==> config.mk <==
export PLATFORM = sky130hd
export DESIGN_NAME = imem_loader
export DESIGN_NICKNAME = d
export VERILOG_FILES = /design/src/rtl/imem_loader.sv
export SDC_FILE = /design/constraint.sdc
export NUM_CORES = 1
export LEC_CHECK = 0
export CAP_MARGIN = 5
export CORE_MARGIN = 4
export CORE_UTILIZATION = 35
export CTS_BUF_LIST = sky130_fd_sc_hd__clkbuf_8 sky130_fd_sc_hd__clkbuf_16
export CTS_CLUSTER_DIAMETER = 80
export DETAILED_ROUTE_END_ITERATION = 16
export PLACE_DENSITY = 0.65
export SLEW_MARGIN = 25
export SYNTH_ARGS = -nofsm -noshare
export SYNTH_HDL_FRONTEND = slang
export SYNTH_SLANG_ARGS = --single-unit
export TNS_END_PERCENT = 1
==> constraint.sdc <==
create_clock -name clk_in -period 4.4 [get_ports clk_in]
set_input_delay 0.44 -clock clk_in [delete_from_list [all_inputs] [get_ports clk_in]]
set_output_delay 0.44 -clock clk_in [all_outputs]
set_load 0.1 [all_outputs]
==> src/rtl/imem_loader.sv <==
// Boot-time IMEM loader: assembles a big-endian length-prefixed byte stream into 32-bit
// words, writes them from address 0 and holds the CPU in reset until done. Optional: IMEM_LOADER_CHECKSUM_EN.
module imem_loader #(
  parameter int unsigned ADDR_W = 11
) (
  input  logic              clk_in,
  input  logic              reset,
  input  logic              rx_valid,
  input  logic [7:0]        rx_data,
  output logic              rx_ready,
  output logic              im_we,
  output logic [ADDR_W-1:0] im_waddr,
  output logic [31:0]       im_wdata,
  output logic              cpu_rst,
  output logic              load_done,
  output logic              load_err
);

  localparam int unsigned CAPACITY = 1 << ADDR_W;

`ifdef IMEM_LOADER_CHECKSUM_EN
  typedef enum logic [2:0] {
    S_LEN_HI, S_LEN_LO, S_DATA, S_CSUM, S_DONE, S_ERR
  } state_t;
`else
  typedef enum logic [2:0] {
    S_LEN_HI, S_LEN_LO, S_DATA, S_TAIL, S_DONE, S_ERR
  } state_t;
`endif

  state_t            state, state_nxt;
  logic [7:0]        len_hi;
  logic [23:0]       shift;
  logic [1:0]        byte_cnt;
  logic [ADDR_W:0]   word_cnt;
  logic [ADDR_W:0]   word_last;
  logic [15:0]       len_word;
  logic              len_over;
  logic              len_zero;
  logic              xfer;
  logic              accept_nxt;
`ifdef IMEM_LOADER_CHECKSUM_EN
  logic [7:0]        csum;
`endif

  assign xfer     = rx_valid && rx_ready;
  assign len_word = {len_hi, rx_data};
  assign len_over = 32'(len_word) > CAPACITY;
  assign len_zero = (len_word == 16'd0);

  always_comb begin
    state_nxt = state;
    case (state)
      S_LEN_HI: if (xfer) state_nxt = S_LEN_LO;
      S_LEN_LO: begin
        if (xfer) begin
          if (len_over)      state_nxt = S_ERR;
`ifdef IMEM_LOADER_CHECKSUM_EN
          else if (len_zero) state_nxt = S_CSUM;
`else
          else if (len_zero) state_nxt = S_TAIL;
`endif
          else               state_nxt = S_DATA;
        end
      end
      S_DATA: begin
        if (xfer && byte_cnt == 2'd3 && word_cnt == word_last) begin
`ifdef IMEM_LOADER_CHECKSUM_EN
          state_nxt = S_CSUM;
`else
          state_nxt = S_TAIL;
`endif
        end
      end
`ifdef IMEM_LOADER_CHECKSUM_EN
      // Checksum byte can only arrive after the last write has already been presented.
      S_CSUM: if (xfer) state_nxt = (rx_data == csum) ? S_DONE : S_ERR;
`else
      S_TAIL: state_nxt = S_DONE;
`endif
      default: state_nxt = state;
    endcase
  end

`ifdef IMEM_LOADER_CHECKSUM_EN
  assign accept_nxt = (state_nxt == S_LEN_HI) || (state_nxt == S_LEN_LO) ||
                      (state_nxt == S_DATA)   || (state_nxt == S_CSUM);
`else
  assign accept_nxt = (state_nxt == S_LEN_HI) || (state_nxt == S_LEN_LO) ||
                      (state_nxt == S_DATA);
`endif

  always_ff @(posedge clk_in or posedge reset) begin
    if (reset) begin
      state     <= S_LEN_HI;
      rx_ready  <= 1'b0;
      im_we     <= 1'b0;
      im_waddr  <= '0;
      im_wdata  <= '0;
      cpu_rst   <= 1'b1;
      load_done <= 1'b0;
      load_err  <= 1'b0;
      len_hi    <= '0;
      shift     <= '0;
      byte_cnt  <= '0;
      word_cnt  <= '0;
      word_last <= '0;
`ifdef IMEM_LOADER_CHECKSUM_EN
      csum      <= '0;
`endif
    end else begin
      state     <= state_nxt;
      rx_ready  <= accept_nxt;
      im_we     <= 1'b0;
      cpu_rst   <= (state_nxt != S_DONE);
      load_done <= (state_nxt == S_DONE);
      load_err  <= (state_nxt == S_ERR);
`ifdef IMEM_LOADER_CHECKSUM_EN
      if (xfer) csum <= csum ^ rx_data;
`endif
      case (state)
        S_LEN_HI: if (xfer) len_hi <= rx_data;
        S_LEN_LO: begin
          if (xfer) begin
            word_last <= (ADDR_W+1)'(len_word - 16'd1);
            word_cnt  <= '0;
            byte_cnt  <= '0;
          end
        end
        S_DATA: begin
          if (xfer) begin
            shift    <= {shift[15:0], rx_data};
            byte_cnt <= byte_cnt + 2'd1;
            if (byte_cnt == 2'd3) begin
              im_we    <= 1'b1;
              im_waddr <= word_cnt[ADDR_W-1:0];
              im_wdata <= {shift, rx_data};
              word_cnt <= word_cnt + 1'b1;
            end
          end
        end
        default: ;
      endcase
    end
  end

endmodule

# Yosys cells after proc, flatten, opt, wreduce, memory -nomap -nowiden

Index checks and enable logic that the tools add are counted.

Register bits: 109
Input port bits: 11
Output and inout port bits: 48
Logic and storage cells: 61

Add/subtract/negate cells: 3
$lt $le $gt $ge: 1
Equal/unequal tests: 13
Mux-type cells: 16
Reduce and logical (&&, ||, !) cells: 15

Operator list:

| operator                | count |
|---|---|
| $mux W12                | 3 |
| $pmux W12 S2            | 1 |
| $gt A16 B12 Y1 const B  | 1 |
| $logic_not A16 Y1       | 1 |
| $add A12 B1 Y12 const B | 1 |
| $eq A12 B12 Y1          | 1 |
| $mux W3                 | 4 |
| $pmux W3 S4             | 1 |
| $sub A12 B1 Y12 const B | 1 |
| $eq A3 B2 Y1 const B    | 3 |
| $eq A3 B1 Y1 const B    | 2 |
| $eq A3 B3 Y1 const B    | 2 |
| $logic_not A3 Y1        | 2 |
| $ne A2 B2 Y1 const B    | 3 |
| $reduce_and A2 Y1       | 3 |
| $reduce_and A3 Y1       | 2 |
| $mux W1                 | 4 |
| $mux W2                 | 2 |
| $pmux W2 S2             | 1 |
| $reduce_and A4 Y1       | 1 |
| $logic_and A1 B1 Y1     | 3 |
| $ne A3 B3 Y1 const B    | 1 |
| $add A2 B1 Y2 const B   | 1 |
| $eq A2 B2 Y1 const B    | 1 |
| other kinds (2)         | 3 |

# Depth between registers and ports, before layout

Word-level depth: 8
Gate-level depth with buffers: 7
Gate-level depth less buffers: 7

# Worst setup path before layout

OpenSTA, ideal clock, no wires.

Kind: reg-to-reg
Start: register rx_ready
End: register word_cnt[7]
Library setup time: 0.132 ns
Arrival time: 2.302 ns
Required time: 4.268 ns
Path slack: 1.967 ns
Cell stages (with the launch flop): 7
Buffers on the path: 1
Period minus slack after synthesis: 2.433 ns
Cell sequence: dfrtp_1 nand3b_1 or2_1 buf_2 a2111oi_0 xnor2_1 nor2_1

Word-level cells in the longest chain between the ends: 3
Elaborated cells on any way between the ends: 4
Those cells by class: eq/ne: 2; reduce/logical: 2

Ends and longest elaborated chain:

| element                       | RTL line | source |
|---|---|---|
| start, declared               | 10       | `output logic rx_ready,` |
| start signal, assigned        | 113      | `rx_ready <= accept_nxt;` |
| $logic_and A1 B1 Y1 *         | 46       | `assign xfer = rx_valid && rx_ready;` |
| $ne A2 B2 Y1 (no line)        | --       |  |
| $reduce_and A4 Y1 (no line) * | --       |  |
| end signal, assigned          | 138      | `word_cnt <= word_cnt + 1'b1;` |
| end, declared                 | 35       | `logic [ADDR_W:0] word_cnt;` |

Mark *: on every way between the ends. The rest lies on a longest branch, timed or not.
A chain may end at the register's enable or synchronous reset.

# Worst setup path after layout

Start: register state[2]
End: register word_cnt[6]

Word-level cells in the longest chain between the ends: 3
Elaborated cells on any way between the ends: 8
Those cells by class: eq/ne: 5; mux: 1; reduce/logical: 2

Ends and longest elaborated chain:

| element                                                      | RTL line | source |
|---|---|---|
| start, declared                                              | 31       | `state_t state, state_nxt;` |
| start signal, assigned                                       | 112      | `state <= state_nxt;` |
| $eq A3 B2 Y1 or $eq A3 B1 Y1 (tied branches)                 | 121      | `case (state)` |
| $ne A2 B2 Y1 (no line) or $reduce_bool A2 Y1 (tied branches) | --       |  |
| $reduce_and A4 Y1 (no line)                                  | --       |  |

Several ways; a longest one is shown, not always the timed one.

==> results.cfg <==
[layout]
stdcell_area_um2 = 5680
diodes = 0
fin_cells = 670
layout_commonest_cell = nand2_1
fin_util_pct = 44.5
syn2layout_area_growth_pct = 23.0
layout_common_cells = 148 x nand2_1, 108 x dfrtp_1, 58 x clkdlybuf4s50_1
layout-drive-gt1-share_pct = 8.84
fin_nets = 508

[yosys]
postSynthAreaPerCell_um2 = 10.5
synth_largest_area_cell = dfrtp_1
synth_area_leaders = dfrtp_1 59%, nand2_1 12%, mux2_1 3.9%
mappedNetlistArea_um2 = 4620
synth_edf_count = 0
synth_top_area_share_pct = 58.6
synth_seq_cells = 109
synth.yosys.seq_area_share_pct = 59.1
ys_types = 44
synth_ff_type = dfrtp_1
async_flop_share_pct = 100
netlist_instances = 438
mappedNetlistNets = 453
ys_warn_count = 0

[clock_tree]
cts_max_level = 3
cts_hold_buffers = 0
post_cts_resize_count = 0
cts_setup_buffers = 0
cts.reportedPaths.clkPinSlew_ps = 70
cts_tree = done
clockBufferDepth = 2
cts_inserted_buffers = 9
clk_latency_ps = 340
cts_num_sinks = 109
cts_root_buf = clkbuf_16

[critical_path]
cp_top_family = simple AND/OR/NAND/NOR gates
critPathBufInv = 3
r2r-end = word_cnt[6]
critPathSlowestCell = dfrtp_1
required_ps = 4670
crit_path_frequent_cell = buf_4
worstPathMaxFanout = 55
worst-r2r-setup-slack_ps = 1810
r2r-start = state[2]
path_cells = nor3b_2 > nand4_1 > buf_4 > inv_2 > buf_4 > o211ai_1 > or3_1 > a21oi_1
cp-start-kind = flop
crit_start = state[2]
crit_type = reg -> reg
reg2reg_depth = 8
max_stage_delay_ps = 460
crit_path_end_kind = flop
critical_path_cell_count = 8
crit_path_end = word_cnt[6]
cp_data_arrival_time_ps = 2860

[die]
rows = 41
ios = 59
core_um2 = 12800
die_x_um = 123
die_y_um = 123
start_util_pct = 36.1
die_area_um2 = 15100

[sta]
skew_ps = 10.5
relSlewSlack_pct = 33.4
worstMarginPinSlew_ps = 996
period_share_pct = 58.8
rsz0062_at_grt = false
maxSlewViolCount = 0
fin_crit_ps = 2590
hold_violations = 0
clock.fmax_ghz = 0.387
setup_ws_ps = 1810
finalSetupTns_ps = 0
timing.hold.ws_ps = 470
setup_violations = 0

[global_route]
grt_overflow = 0
antenna_found_initial = 0
grt_max_degree = 84
track_usage_pct = 13.8
grt_first_pass_wirelength_um = 16300
grt_pass1_vias = 3212

[power]
switching_share_pct = 21.3
comb_power_share_pct = 2.4
clkPwrFrac_pct = 43.6
power.leakage_nw = 2.81
p_per_area_nw_per_um2 = 327
power.total_mw = 1.85
power.internal_mw = 1.46
p_sw_mw = 0.395
p_seq_share_pct = 54.0
ir_drop_uv = 218

[placement]
dp_cells = 654
dp_hpwl_um = 6770
dp_slack_ps = 1650
placed_area_um2 = 5380
port_buffers = 58
place.gp.congestion = 0.842

[route]
drt_iter0_drc = 210
num_vias = 3153
ant_nets = 0
routed_wl_um = 9800
wire_per_inst_um = 14.6
drc_errors = 0
dr.pass1.iters = 5
vias_per_cell = 4.71

[flow_run]
maxCapViolations = 0

[min_path]
holdCritPathClass = reg -> reg

[run_status]
status = completed
==> how the worst min path moves through the flow <==
| stage | start | to | slack (ps) | depth (start not counted) |
|---|---|---|---|---|
| final | shift[23] | im_wdata[31] | 470 | 2 |
| after global routing | shift[22] | im_wdata[30] | 490 | 2 |
| after CTS | shift[23] | im_wdata[31] | 470 | 2 |
| after detailed placement | shift[23] | im_wdata[31] | 450 | 2 |
| after global placement | shift[22] | im_wdata[30] | 450 | 2 |
| after floorplan | shift[17] | im_wdata[25] | 430 | 2 |
==> cells in the mapped netlist (all sizes together), types with 2 or more instances <==
library cell,instances
nor2b,2
nand3,3
o21ai,20
nand3b,2
nand2,148
dfrtp,108
mux2,31
or3,5
o41ai,2
or3b,2
o31a,2
xor2,18
nor3b,2
and2,3
buf,8
nor2,15
clkbuf,11
a21oi,5
or4,2
nor4,5
nand4,3
ha,4
nand2b,3
inv,7
a2111oi,4
xnor2,11
==> metal layers <==
metal	track usage, %	share of wire (%)	vias to the layer above
met3	3.13	5.2	8
met1	20.2	50	1514
met4	4.34	0.93	0
met5	0	0	-
li1	-	-	1558
met2	20.3	44	73
==> power groups by stage <==
| stage | Sequential, mW | Combinational [mW] | Clock (mW) |
|---|---|---|---|
| floorplan | 1.02 | 0.0227 | 0 |
| global placement | 1.02 | 0.0456 | 0 |
| detailed placement | 1.02 | 0.0466 | 0 |
| CTS | 1.00 | 0.0466 | 0.829 |
| global route | 1.00 | 0.0517 | 0.867 |
| finish | 1.00 | 0.0452 | 0.808 |
==> tightest hold or removal path: stages, from the launching register on <==
cell and delay [ps]:
dfrtp_1 340, nand2_1 50, nand2_1 50
==> layout make-up <==
| cell class | instances | area (um^2) |
|---|---|---|
| Inverter | 7 | 31.3 |
| Tap cell | 172 | 215 |
| Clock buffer | 9 | 225 |
| Clock inverter | 7 | 73.8 |
| Timing Repair Buffer | 63 | 618 |
| Fill cell | 1212 | 7090 |
| Sequential cell | 109 | 2730 |
| Multi-Input combinational cell | 303 | 1790 |
==> flip-flops by register name, indices dropped and copies added, names as in the netlist, 2 cells and up <==
register,count
byte_cnt,2
im_waddr,11
len_hi,8
im_wdata,32
word_last,12
word_cnt,12
state,3
shift,24
==> kinds of logic after synthesis <==
group,Yosys count,share of synthesized area [%]
and+or+nand+nor,200,18.7
DFF,109,59.1
AOI/OAI and AO/OA,38,5.61
muxes,32,7.78
xor gates and xnor gates,29,5.50
buffers and inverters,26,2.20
adders and majority gates,4,1.08
Note: power is estimated with default switching activity, not from simulation.
